==> config.mk <==
export PLATFORM = sky130hd
export DESIGN_NAME = div_unit_mp
export DESIGN_NICKNAME = d
export VERILOG_FILES = /design/src/rtl/ppc_types.sv /design/src/rtl/div_unit_mp_lane.sv /design/src/rtl/div_unit_mp.sv
export SDC_FILE = /design/constraint.sdc
export NUM_CORES = 1
export LEC_CHECK = 0
export BUFFER_PORTS_ARGS = -buffer_cell sky130_fd_sc_hd__buf_2
export CAP_MARGIN = 20
export CORE_ASPECT_RATIO = 0.5
export CORE_UTILIZATION = 42
export CTS_BUF_LIST = sky130_fd_sc_hd__clkbuf_8
export DETAILED_ROUTE_END_ITERATION = 6
export PLACE_DENSITY = 0.59
export SYNTH_ARGS = -nofsm -noshare
export SYNTH_HDL_FRONTEND = slang
export SYNTH_SLANG_ARGS = --single-unit
==> constraint.sdc <==
create_clock -name clk -period 5.8 [get_ports clk]
set_clock_uncertainty 0.1 [all_clocks]
set_input_delay 0.58 -clock clk [delete_from_list [all_inputs] [get_ports clk]]
set_output_delay 0.58 -clock clk [all_outputs]
set_load 0.005 [all_outputs]
==> src/rtl/ppc_types.sv <==
// Shared PowerPC execution-unit types.
// Divide decode, condition/exception flags, divider lane state.
package ppc_types;

  typedef struct packed {
    logic div_signed;
    logic alter_cr0;
    logic alter_ov;
  } div_decode_t;

  typedef struct packed {
    logic cr0_lt;
    logic cr0_gt;
    logic cr0_eq;
    logic cr0_so;
    logic xer_ov;
    logic xer_so;
    logic alter_cr0;
    logic alter_ov;
  } cond_exception_t;

  typedef enum logic [1:0] {
    DIV_IDLE,
    DIV_SETUP,
    DIV_ITER,
    DIV_DONE
  } div_lane_state_t;

endpackage

==> src/rtl/div_unit_mp_lane.sv <==
// One iterative restoring divider lane.
// Holds its op from issue until the retire handshake.
module div_lane
  import ppc_types::*;
#(
  parameter int WIDTH          = 32,
  parameter int BITS_PER_CYCLE = 1,
  parameter int RS_ID_WIDTH    = 5
) (
  input  logic                   clk,
  input  logic                   rst,
  input  logic                   issue,
  input  logic                   retire,
  input  logic [WIDTH-1:0]       op1,
  input  logic [WIDTH-1:0]       op2,
  input  div_decode_t            ctrl,
  input  logic [RS_ID_WIDTH-1:0] rs_id_in,
  input  logic [4:0]             addr_in,
  output logic                   idle,
  output logic                   done,
  output logic [RS_ID_WIDTH-1:0] rs_id_out,
  output logic [4:0]             addr_out,
  output logic [WIDTH-1:0]       result,
  output cond_exception_t        flags
);

  localparam int STEPS = WIDTH / BITS_PER_CYCLE;
  localparam int CW    = $clog2(STEPS) + 1;
  localparam logic [WIDTH-1:0] MOST_NEG = {1'b1, {(WIDTH-1){1'b0}}};

  div_lane_state_t        state_q, state_d;
  logic [CW-1:0]          cnt_q, cnt_d;
  logic [WIDTH-1:0]       rem_q, rem_d;
  logic [WIDTH-1:0]       quo_q, quo_d;
  logic [WIDTH-1:0]       dvs_q, dvs_d;
  logic                   neg_q, neg_d;
  logic                   ov_q, ov_d;
  div_decode_t            ctrl_q, ctrl_d;
  logic [RS_ID_WIDTH-1:0] rs_q, rs_d;
  logic [4:0]             addr_q, addr_d;

  logic [WIDTH:0]         step_rem;
  logic [WIDTH-1:0]       step_quo;
  logic                   a_neg, b_neg, exc;

  // Unrolled restoring steps; quo_q shifts dividend bits out, quotient bits in
  always_comb begin
    step_rem = {1'b0, rem_q};
    step_quo = quo_q;
    for (int i = 0; i < BITS_PER_CYCLE; i++) begin
      step_rem = {step_rem[WIDTH-1:0], step_quo[WIDTH-1]};
      step_quo = {step_quo[WIDTH-2:0], 1'b0};
      if (step_rem >= {1'b0, dvs_q}) begin
        step_rem    = step_rem - {1'b0, dvs_q};
        step_quo[0] = 1'b1;
      end
    end
  end

  // Lane FSM and datapath next-state
  always_comb begin
    state_d = state_q;
    cnt_d   = cnt_q;
    rem_d   = rem_q;
    quo_d   = quo_q;
    dvs_d   = dvs_q;
    neg_d   = neg_q;
    ov_d    = ov_q;
    ctrl_d  = ctrl_q;
    rs_d    = rs_q;
    addr_d  = addr_q;
    a_neg   = ctrl_q.div_signed & quo_q[WIDTH-1];
    b_neg   = ctrl_q.div_signed & dvs_q[WIDTH-1];
    exc     = (dvs_q == '0) |
              (ctrl_q.div_signed & (quo_q == MOST_NEG) &
               (dvs_q == '1));
    case (state_q)
      DIV_IDLE: begin
        if (issue) begin
          state_d = DIV_SETUP;
          quo_d   = op1;
          dvs_d   = op2;
          rem_d   = '0;
          neg_d   = 1'b0;
          ov_d    = 1'b0;
          ctrl_d  = ctrl;
          rs_d    = rs_id_in;
          addr_d  = addr_in;
        end
      end
      DIV_SETUP: begin
        if (exc) begin
          quo_d   = '0;
          ov_d    = ctrl_q.alter_ov;
          state_d = DIV_DONE;
        end else begin
          quo_d   = a_neg ? -quo_q : quo_q;
          dvs_d   = b_neg ? -dvs_q : dvs_q;
          neg_d   = a_neg ^ b_neg;
          cnt_d   = CW'(STEPS - 1);
          state_d = DIV_ITER;
        end
      end
      DIV_ITER: begin
        rem_d = step_rem[WIDTH-1:0];
        quo_d = step_quo;
        if (cnt_q == '0) begin
          quo_d   = neg_q ? -step_quo : step_quo;
          state_d = DIV_DONE;
        end else begin
          cnt_d = cnt_q - 1'b1;
        end
      end
      DIV_DONE: begin
        if (retire) state_d = DIV_IDLE;
      end
      default: state_d = DIV_IDLE;
    endcase
  end

  // Lane state registers
  always_ff @(posedge clk) begin
    if (rst) begin
      state_q <= DIV_IDLE;
      cnt_q   <= '0;
      rem_q   <= '0;
      quo_q   <= '0;
      dvs_q   <= '0;
      neg_q   <= 1'b0;
      ov_q    <= 1'b0;
      ctrl_q  <= '0;
      rs_q    <= '0;
      addr_q  <= '0;
    end else begin
      state_q <= state_d;
      cnt_q   <= cnt_d;
      rem_q   <= rem_d;
      quo_q   <= quo_d;
      dvs_q   <= dvs_d;
      neg_q   <= neg_d;
      ov_q    <= ov_d;
      ctrl_q  <= ctrl_d;
      rs_q    <= rs_d;
      addr_q  <= addr_d;
    end
  end

  // Status, payload and CR0/XER flags of the finished quotient
  always_comb begin
    idle            = (state_q == DIV_IDLE);
    done            = (state_q == DIV_DONE);
    rs_id_out       = rs_q;
    addr_out        = addr_q;
    result          = quo_q;
    flags.cr0_lt    = quo_q[WIDTH-1];
    flags.cr0_eq    = (quo_q == '0);
    flags.cr0_gt    = ~quo_q[WIDTH-1] & (quo_q != '0);
    flags.cr0_so    = ov_q;
    flags.xer_ov    = ov_q;
    flags.xer_so    = ov_q;
    flags.alter_cr0 = ctrl_q.alter_cr0;
    flags.alter_ov  = ctrl_q.alter_ov;
  end

endmodule

==> src/rtl/div_unit_mp.sv <==
// Multi-lane integer divide unit.
// Round-robin issue into lanes, strictly in-order retire.
module div_unit_mp
  import ppc_types::*;
#(
  parameter int RS_ID_WIDTH    = 5,
  parameter int WIDTH          = 32,
  parameter int BITS_PER_CYCLE = 1,
  parameter int NUM_LANES      = 2
) (
  input  logic                   clk,
  input  logic                   rst,
  input  logic                   input_valid,
  output logic                   input_ready,
  input  logic [RS_ID_WIDTH-1:0] rs_id_in,
  input  logic [4:0]             result_reg_addr_in,
  input  logic [WIDTH-1:0]       op1,
  input  logic [WIDTH-1:0]       op2,
  input  div_decode_t            control,
  output logic                   output_valid,
  input  logic                   output_ready,
  output logic [RS_ID_WIDTH-1:0] rs_id_out,
  output logic [4:0]             result_reg_addr_out,
  output logic [WIDTH-1:0]       result,
  output cond_exception_t        cr0_xer
);

  localparam int PW = (NUM_LANES > 1) ? $clog2(NUM_LANES) : 1;

  logic [PW-1:0]          issue_ptr_q, issue_ptr_d;
  logic [PW-1:0]          retire_ptr_q, retire_ptr_d;
  logic [NUM_LANES-1:0]   lane_issue, lane_retire;
  logic                   lane_idle [NUM_LANES];
  logic                   lane_done [NUM_LANES];
  logic [RS_ID_WIDTH-1:0] lane_rs   [NUM_LANES];
  logic [4:0]             lane_addr [NUM_LANES];
  logic [WIDTH-1:0]       lane_res  [NUM_LANES];
  cond_exception_t        lane_flg  [NUM_LANES];
  logic                   issue_fire, retire_fire;

  for (genvar l = 0; l < NUM_LANES; l++) begin : g_lane
    div_lane #(
      .WIDTH         (WIDTH),
      .BITS_PER_CYCLE(BITS_PER_CYCLE),
      .RS_ID_WIDTH   (RS_ID_WIDTH)
    ) u_lane (
      .clk      (clk),
      .rst      (rst),
      .issue    (lane_issue[l]),
      .retire   (lane_retire[l]),
      .op1      (op1),
      .op2      (op2),
      .ctrl     (control),
      .rs_id_in (rs_id_in),
      .addr_in  (result_reg_addr_in),
      .idle     (lane_idle[l]),
      .done     (lane_done[l]),
      .rs_id_out(lane_rs[l]),
      .addr_out (lane_addr[l]),
      .result   (lane_res[l]),
      .flags    (lane_flg[l])
    );
  end

  // Handshakes, per-lane strobes, pointer advance and output mux
  always_comb begin
    input_ready  = ~rst & lane_idle[issue_ptr_q];
    output_valid = ~rst & lane_done[retire_ptr_q];
    issue_fire   = input_valid & input_ready;
    retire_fire  = output_valid & output_ready;
    for (int l = 0; l < NUM_LANES; l++) begin
      lane_issue[l]  = issue_fire & (issue_ptr_q == PW'(l));
      lane_retire[l] = retire_fire & (retire_ptr_q == PW'(l));
    end
    issue_ptr_d  = issue_ptr_q;
    retire_ptr_d = retire_ptr_q;
    if (issue_fire)
      issue_ptr_d = (issue_ptr_q == PW'(NUM_LANES - 1)) ?
                    '0 : issue_ptr_q + 1'b1;
    if (retire_fire)
      retire_ptr_d = (retire_ptr_q == PW'(NUM_LANES - 1)) ?
                     '0 : retire_ptr_q + 1'b1;
    rs_id_out           = '0;
    result_reg_addr_out = '0;
    result              = '0;
    cr0_xer             = '0;
    if (output_valid) begin
      rs_id_out           = lane_rs[retire_ptr_q];
      result_reg_addr_out = lane_addr[retire_ptr_q];
      result              = lane_res[retire_ptr_q];
      cr0_xer             = lane_flg[retire_ptr_q];
    end
  end

  // Issue and retire pointers
  always_ff @(posedge clk) begin
    if (rst) begin
      issue_ptr_q  <= '0;
      retire_ptr_q <= '0;
    end else begin
      issue_ptr_q  <= issue_ptr_d;
      retire_ptr_q <= retire_ptr_d;
    end
  end

endmodule

# Word-level counts from Yosys, hierarchy flattened
# Index checks and enable logic that the tools add are counted.
# classes
n_bitwise	29
mux	78
order_cmp	4
add_sub_neg	12
n_eq_ne	26
n_reduce_logical	34
# ops
operator	count
$mux W32	24
$pmux W32 S2	4
$neg A32 Y32	6
$pmux W32 S3	2
$eq A32 B32 Y1 const B	4
$logic_not A32 Y1	4
$ge A33 B32 Y1	2
$reduce_bool A32 Y1	2
$sub A32 B32 Y32	2
$mux W5	8
$mux W8	4
$reduce_and A3 Y1	10
$mux W6	4
$pmux W6 S2	2
$ne A2 B1 Y1 const B	10
$and A1 B1 Y1	18
$mux W1	18
$pmux W2 S4	2
$logic_not A6 Y1	2
$mux W2	6
$reduce_bool A2 Y1	6
$sub A6 B1 Y6 const B	2
$eq A2 B2 Y1 const B	4
$ne A2 B2 Y1 const B	4
13 further kinds	33
# word_totals
register_bits	240
wordCells	209

# Longest topological paths before layout
# depth
depth_word	9
depth_mapped	23
depth_no_buf	20

# Hierarchy
# From an unflattened synthesis, not the netlist that was laid out.
# hier_totals
cells_unflattened	2798
hier_area_um2	20074.3
# modules_own_cells
mod	n_inst	area_per_inst_um2	cells_each	seq_area_each_um2
div_lane (g_lane[0].u_lane)	1	9445.3	1298	2382.3
div_lane (g_lane[1].u_lane)	1	9424.0	1302	2382.3
div_unit_mp	1	1204.9	198	40.0

# Worst setup path after synthesis
# No wires, ideal clock.
# synth_timing
path_kind	register to register
start	reg g_lane[0].u_lane.dvs_q[13]
end	reg g_lane[0].u_lane.quo_q[22]
synth_period_minus_slack_ns	4.816
setup_ns	0.128
arrival_time_ns	4.588
setup_slack_ns	0.984
stages_incl_launch_ff	24
cell_sequence	dfxtp_1 > clkbuf_1 > inv_1 > ha_1 > nand2_1 > a21oi_1 > a2111o_1 > a211oi_1 > o41a_1 > nand3_2 > a21o_1 > buf_6 > inv_2 > clkbuf_1 > ha_1 > nor3b_1 > nand3_1 > o31ai_1 > o21ai_0 > xor2_1 > a22oi_1 > a211oi_1 > a21oi_1 > nor2_1
# synth_via
elab_chain_len	6
# synth_lines
element	line	text
start, declared	div_unit_mp_lane.sv:35	logic [WIDTH-1:0] dvs_q, dvs_d;
start signal, assigned	div_unit_mp_lane.sv:139	dvs_q <= dvs_d;
$ge A33 B32 Y1	div_unit_mp_lane.sv:53	if (step_rem >= {1'b0, dvs_q}) begin
$mux W1	div_unit_mp_lane.sv:53	
$neg A32 Y32	div_unit_mp_lane.sv:108	quo_d = neg_q ? -step_quo : step_quo;
$mux W32	div_unit_mp_lane.sv:108	
$mux W32	div_unit_mp_lane.sv:107	if (cnt_q == '0) begin
$pmux W32 S3	div_unit_mp_lane.sv:77	case (state_q)
end signal, assigned	div_unit_mp_lane.sv:138	quo_q <= quo_d;
end, declared	div_unit_mp_lane.sv:34	logic [WIDTH-1:0] quo_q, quo_d;
# Parallel ways exist; a longest one is shown, timed or not.
# A chain may end at the register's enable or synchronous reset.

# Worst setup path in the final report
# layout_timing
start	reg g_lane[0].u_lane.dvs_q[11]
end	reg g_lane[0].u_lane.quo_q[30]
# Same word-level chain as after synthesis.

==> results.txt <==
----------------------------------------------------
[Outcome]
  Result of the run ... finished with violations
  Violations in the final reports ... design-rule violations

[Logic synthesis]
  Top flip-flop cell by instance count after synthesis ... dfxtp_1
  Register bit total from synthesis ... 240
  Avg Inst Size Synth ... 7.231 sq um
  Number of distinct library cells after synthesis ... 83
  Area leader, netlist ... dfxtp_1
  Number of enable-type register cells in the synthesized netlist ... 0
  Share of Yosys cell area claimed by the top area cell type ... 0.2542
  Combined area of all synthesized cells ... 18,900 sq um
  Top post-synthesis cells by area ... dfxtp_1, nor2_1, a21oi_1
  Number of nets in the synthesized netlist ... 2,779
  Share of synthesized registers carrying an async set or reset ... 0
  Instance count of the mapped netlist ... 2,614
  Proportion of synthesized chip area in sequential cells ... 0.2542
  Number of warnings printed during yosys synthesis ... 0

[Floorplan]
  Ports ... 133
  Full die area ... 45,910 sq um
  Site row count ... 54
  Effective utilization at floorplan ... 0.4298
  Horizontal extent of the die ... 302.0 um
  Floorplan Core Area ... 43,980 sq um
  Die outline height ... 152.0 um

[Route]
  First-pass detailed-route iteration total ... 7
  Number of remaining DRC errors ... 9
  Drt via density ... 6.066
  Routed length per instance ... 20.22 um
  Overall via count from detail_route ... 19,650
  Total wirelength of the detailed-routed design ... 65,520 um
  Iteration-0 DRC count of the detailed router ... 2,199
  Detail Route Antenna Nets ... 0

[Place]
  Half-perimeter wire length of the detailed placement result ... 46,930 um
  Count of input and output buffers ... 132
  Inst Count DP ... 3,166
  Worst setup slack after placement ... 1.030 ns
  Weighted congestion at the end of routability-driven global placement ... 0.9316

[Timing]
  F_max ... 0.2073 GHz
  Period Utilization, post-route ... 0.8317
  Final setup violation count ... 0
  Fin. Hold Viols ... 0
  Slew Limit Fails ... 0
  Slew margin rel. ... 0.3130
  Setup repair after global routing missed its margin ... false
  Sum Neg Setup Slack ... 0 ns
  Time the worst path needs with I/O delays and setup ... 4.824 ns
  Final critical-path setup slack ... 0.9763 ns
  Transition time at the pin with the least slew margin ... 1.028 ns

[Worst hold path]
  Hold Path Class ... in2reg

[Power and ir drop]
  Worst vdd rail ir drop ... 0.5388 mV
  Power per standard cell area ... 632.9 nW/um^2
  Leakage power total ... 0.008107 uW

[Global route]
  Number of global-route vias before repair ... 17,760
  Number of antenna violations at the first check in global routing ... 1
  Global-route total usage across every layer ... 0.2775
  Maximum number of pins on one net before global-route repair ... 160
  Wire length of the first global-routing pass ... 102,200 um
  Total overflow reported by the global router ... 0

[Critical path]
  Crit. End Element ... flop
  Reg-to-reg critical path endpoint ... g_lane[0].u_lane.result[30]
  R2r startpoint ... g_lane[0].u_lane.dvs_q[11]
  Minimum setup slack among reg-to-reg paths ... 0.98 ns
  Register-to-Register Path Depth ... 20
  Required @ worst endpoint ... 6.14 ns
  Data arrival time of the critical path ... 5.17 ns
  Maximum fanout along the worst path ... 6
  Startpoint kind of the worst setup timing path ... flop
  Setup crit start ... g_lane[0].u_lane.dvs_q[11]
  Category of the most critical setup path ... reg2reg
  CP Capture Point ... g_lane[0].u_lane.result[30]

[Clocking]
  CTS tree ... built
  Number of clock sinks ... 240
  Total CTS buffers ... 41
  Buffer count from post-CTS setup fixing ... 0
  Number of hold-repair buffers added at the cts stage ... 0
  Clock network latency to the later pin of the worst-skew pair ... 0.60 ns
  Maximum buffer depth of the clock tree ... 3
  Clock root buffer ... clkbuf_8
  CTS H-tree depth ... 2
  Number of resized instances in the post-cts repair step ... 0
  Clock transition time at the flip-flop clock pins of the worst setup and hold paths ... 0.07 ns

[Job]
  Max-cap viol count ... 0

[Layout]
  # diodes ... 0
  Final std cells w/o fill ... 3,240
  Area growth from synthesis to layout ... 9.710%
  Number of inserted filler cells in the final layout ... 4,564
  Fraction of the core area covered by cells at the end of the flow ... 0.4715
  Most frequent cells in the layout ... nor2_1, nand2_1, dfxtp_1, a21oi_1, buf_2
  Total Nets Final ... 2,787
  Layout cell share with drive strength beyond 1 ... 0.1131
  Commonest non-fill, non-tap cell in the layout ... nor2_1

----------------------------------------------------
Yosys cell counts, types with 12 or more instances:
| cell | n |
|---|---|
| or4_1 | 14 |
| a32oi_1 | 12 |
| nor2b_1 | 14 |
| o22ai_1 | 19 |
| xnor2_1 | 85 |
| o41ai_1 | 12 |
| nand3_1 | 72 |
| nand2b_1 | 17 |
| o31ai_1 | 29 |
| ha_1 | 82 |
| a211oi_1 | 63 |
| a22oi_1 | 88 |
| buf_1 | 14 |
| nor4_1 | 34 |
| or3_1 | 20 |
| nand4_1 | 33 |
| o21a_1 | 16 |
| and2_1 | 13 |
| a21o_1 | 37 |
| a31oi_1 | 29 |
| clkbuf_1 | 165 |
| a22o_1 | 12 |
| nor2_1 | 316 |
| buf_2 | 17 |
| inv_1 | 110 |
| xor2_1 | 81 |
| nand2_1 | 265 |
| a21oi_1 | 232 |
| a221oi_1 | 16 |
| and3_1 | 33 |
| nor3_1 | 82 |
| o21ai_0 | 118 |
| mux2i_1 | 51 |
| o211ai_1 | 25 |
| mux2_2 | 24 |
| dfxtp_1 | 240 |
worst max-delay path, cell delays in order, from the launching register on:
cell and delay, ns:
dfxtp_1 0.38, inv_1 0.08, ha_1 0.36, a21oi_1 0.27
a21oi_1 0.11, a2111o_1 0.38, a211oi_1 0.35, o41a_1 0.25
nand3_2 0.19, a21o_1 0.26, inv_2 0.06, ha_1 0.15
nor3b_1 0.26, nand3_1 0.20, o31ai_1 0.43, o21ai_0 0.20
xor2_1 0.18, a22oi_1 0.21, a211oi_1 0.10, a21oi_1 0.13
nor2_1 0.04
registers in the layout (all words and copies together) (netlist names):
name,flops
g_lane.u_lane.ov_q,2
g_lane.u_lane.state_q,4
issue_ptr_q,1
g_lane.u_lane.result,64
g_lane.u_lane.rs_id_out,10
g_lane.u_lane.neg_q,2
g_lane.u_lane.rem_q,64
g_lane.u_lane.cnt_q,12
retire_ptr_q,1
g_lane.u_lane.ctrl_q,2
g_lane.u_lane.dvs_q,64
g_lane.u_lane.flags,4
g_lane.u_lane.addr_out,10
worst min-delay path by stage:
stage	from	cells past startpoint	end	slack [ns]
after floorplan	g_lane[1].u_lane.ov_q	2	g_lane[1].u_lane.ov_q	0.33
after global placement	g_lane[1].u_lane.addr_out[3]	2	g_lane[1].u_lane.addr_out[3]	0.34
after detailed placement	g_lane[1].u_lane.addr_out[3]	2	g_lane[1].u_lane.addr_out[3]	0.35
after CTS	result_reg_addr_in[0]	3	g_lane[1].u_lane.addr_out[0]	0.10
after global routing	result_reg_addr_in[3]	3	g_lane[0].u_lane.addr_out[3]	0.12
final	result_reg_addr_in[0]	3	g_lane[1].u_lane.addr_out[0]	0.13
metal layers:
layer,up-vias,track usage,share of wire
met4,0,0.09620,0.033
met3,116,0.04948,0.077
met1,9303,0.4074,0.48
li1,9478,-,-
met2,756,0.4024,0.41
met5,-,0,0
cell type report:
| type | count | area [sq um] | share of cell area |
|---|---|---|---|
| clock buffer | 50 | 688.2 | 0.03318 |
| tap | 588 | 735.7 | 0.03548 |
| multi-input combinational | 2056 | 12880 | 0.6211 |
| clock inverter | 23 | 231.5 | 0.01116 |
| inverter | 113 | 424.2 | 0.02045 |
| timing repair buffer | 170 | 972.2 | 0.04688 |
| sequential | 240 | 4806 | 0.2317 |
cells by family (layout without fill, tap and decap cells):
family | after synthesis | after routing | synth area share
xor+xnor | 166 | 166 | 0.07691
simple gates | 957 | 957 | 0.2358
compound gates | 774 | 774 | 0.2686
mux | 75 | 75 | 0.04130
fa+ha+maj | 84 | 84 | 0.05639
flops | 240 | 240 | 0.2542
buf+inv | 318 | 356 | 0.06685
report_power, final:
part,internal (uW),leakage (uW),switching [uW]
Sequential,1960,0.00195,556
Combinational,3250,0.00564,5550
Clock,1010,0.000515,802
Total,6220,0.00811,6910
stage by stage:
step	power [uW]	hold slack [ns]	instance area (sq um)
after CTS	12970	0.1043	20720
after global routing	14130	0.1176	20740
after global placement	11090	0.3414	19800
after detailed placement	11100	0.3465	19800
after floorplan	8990	0.3316	18900
final	13130	0.1288	20740
(Power assumes the default switching activity.)
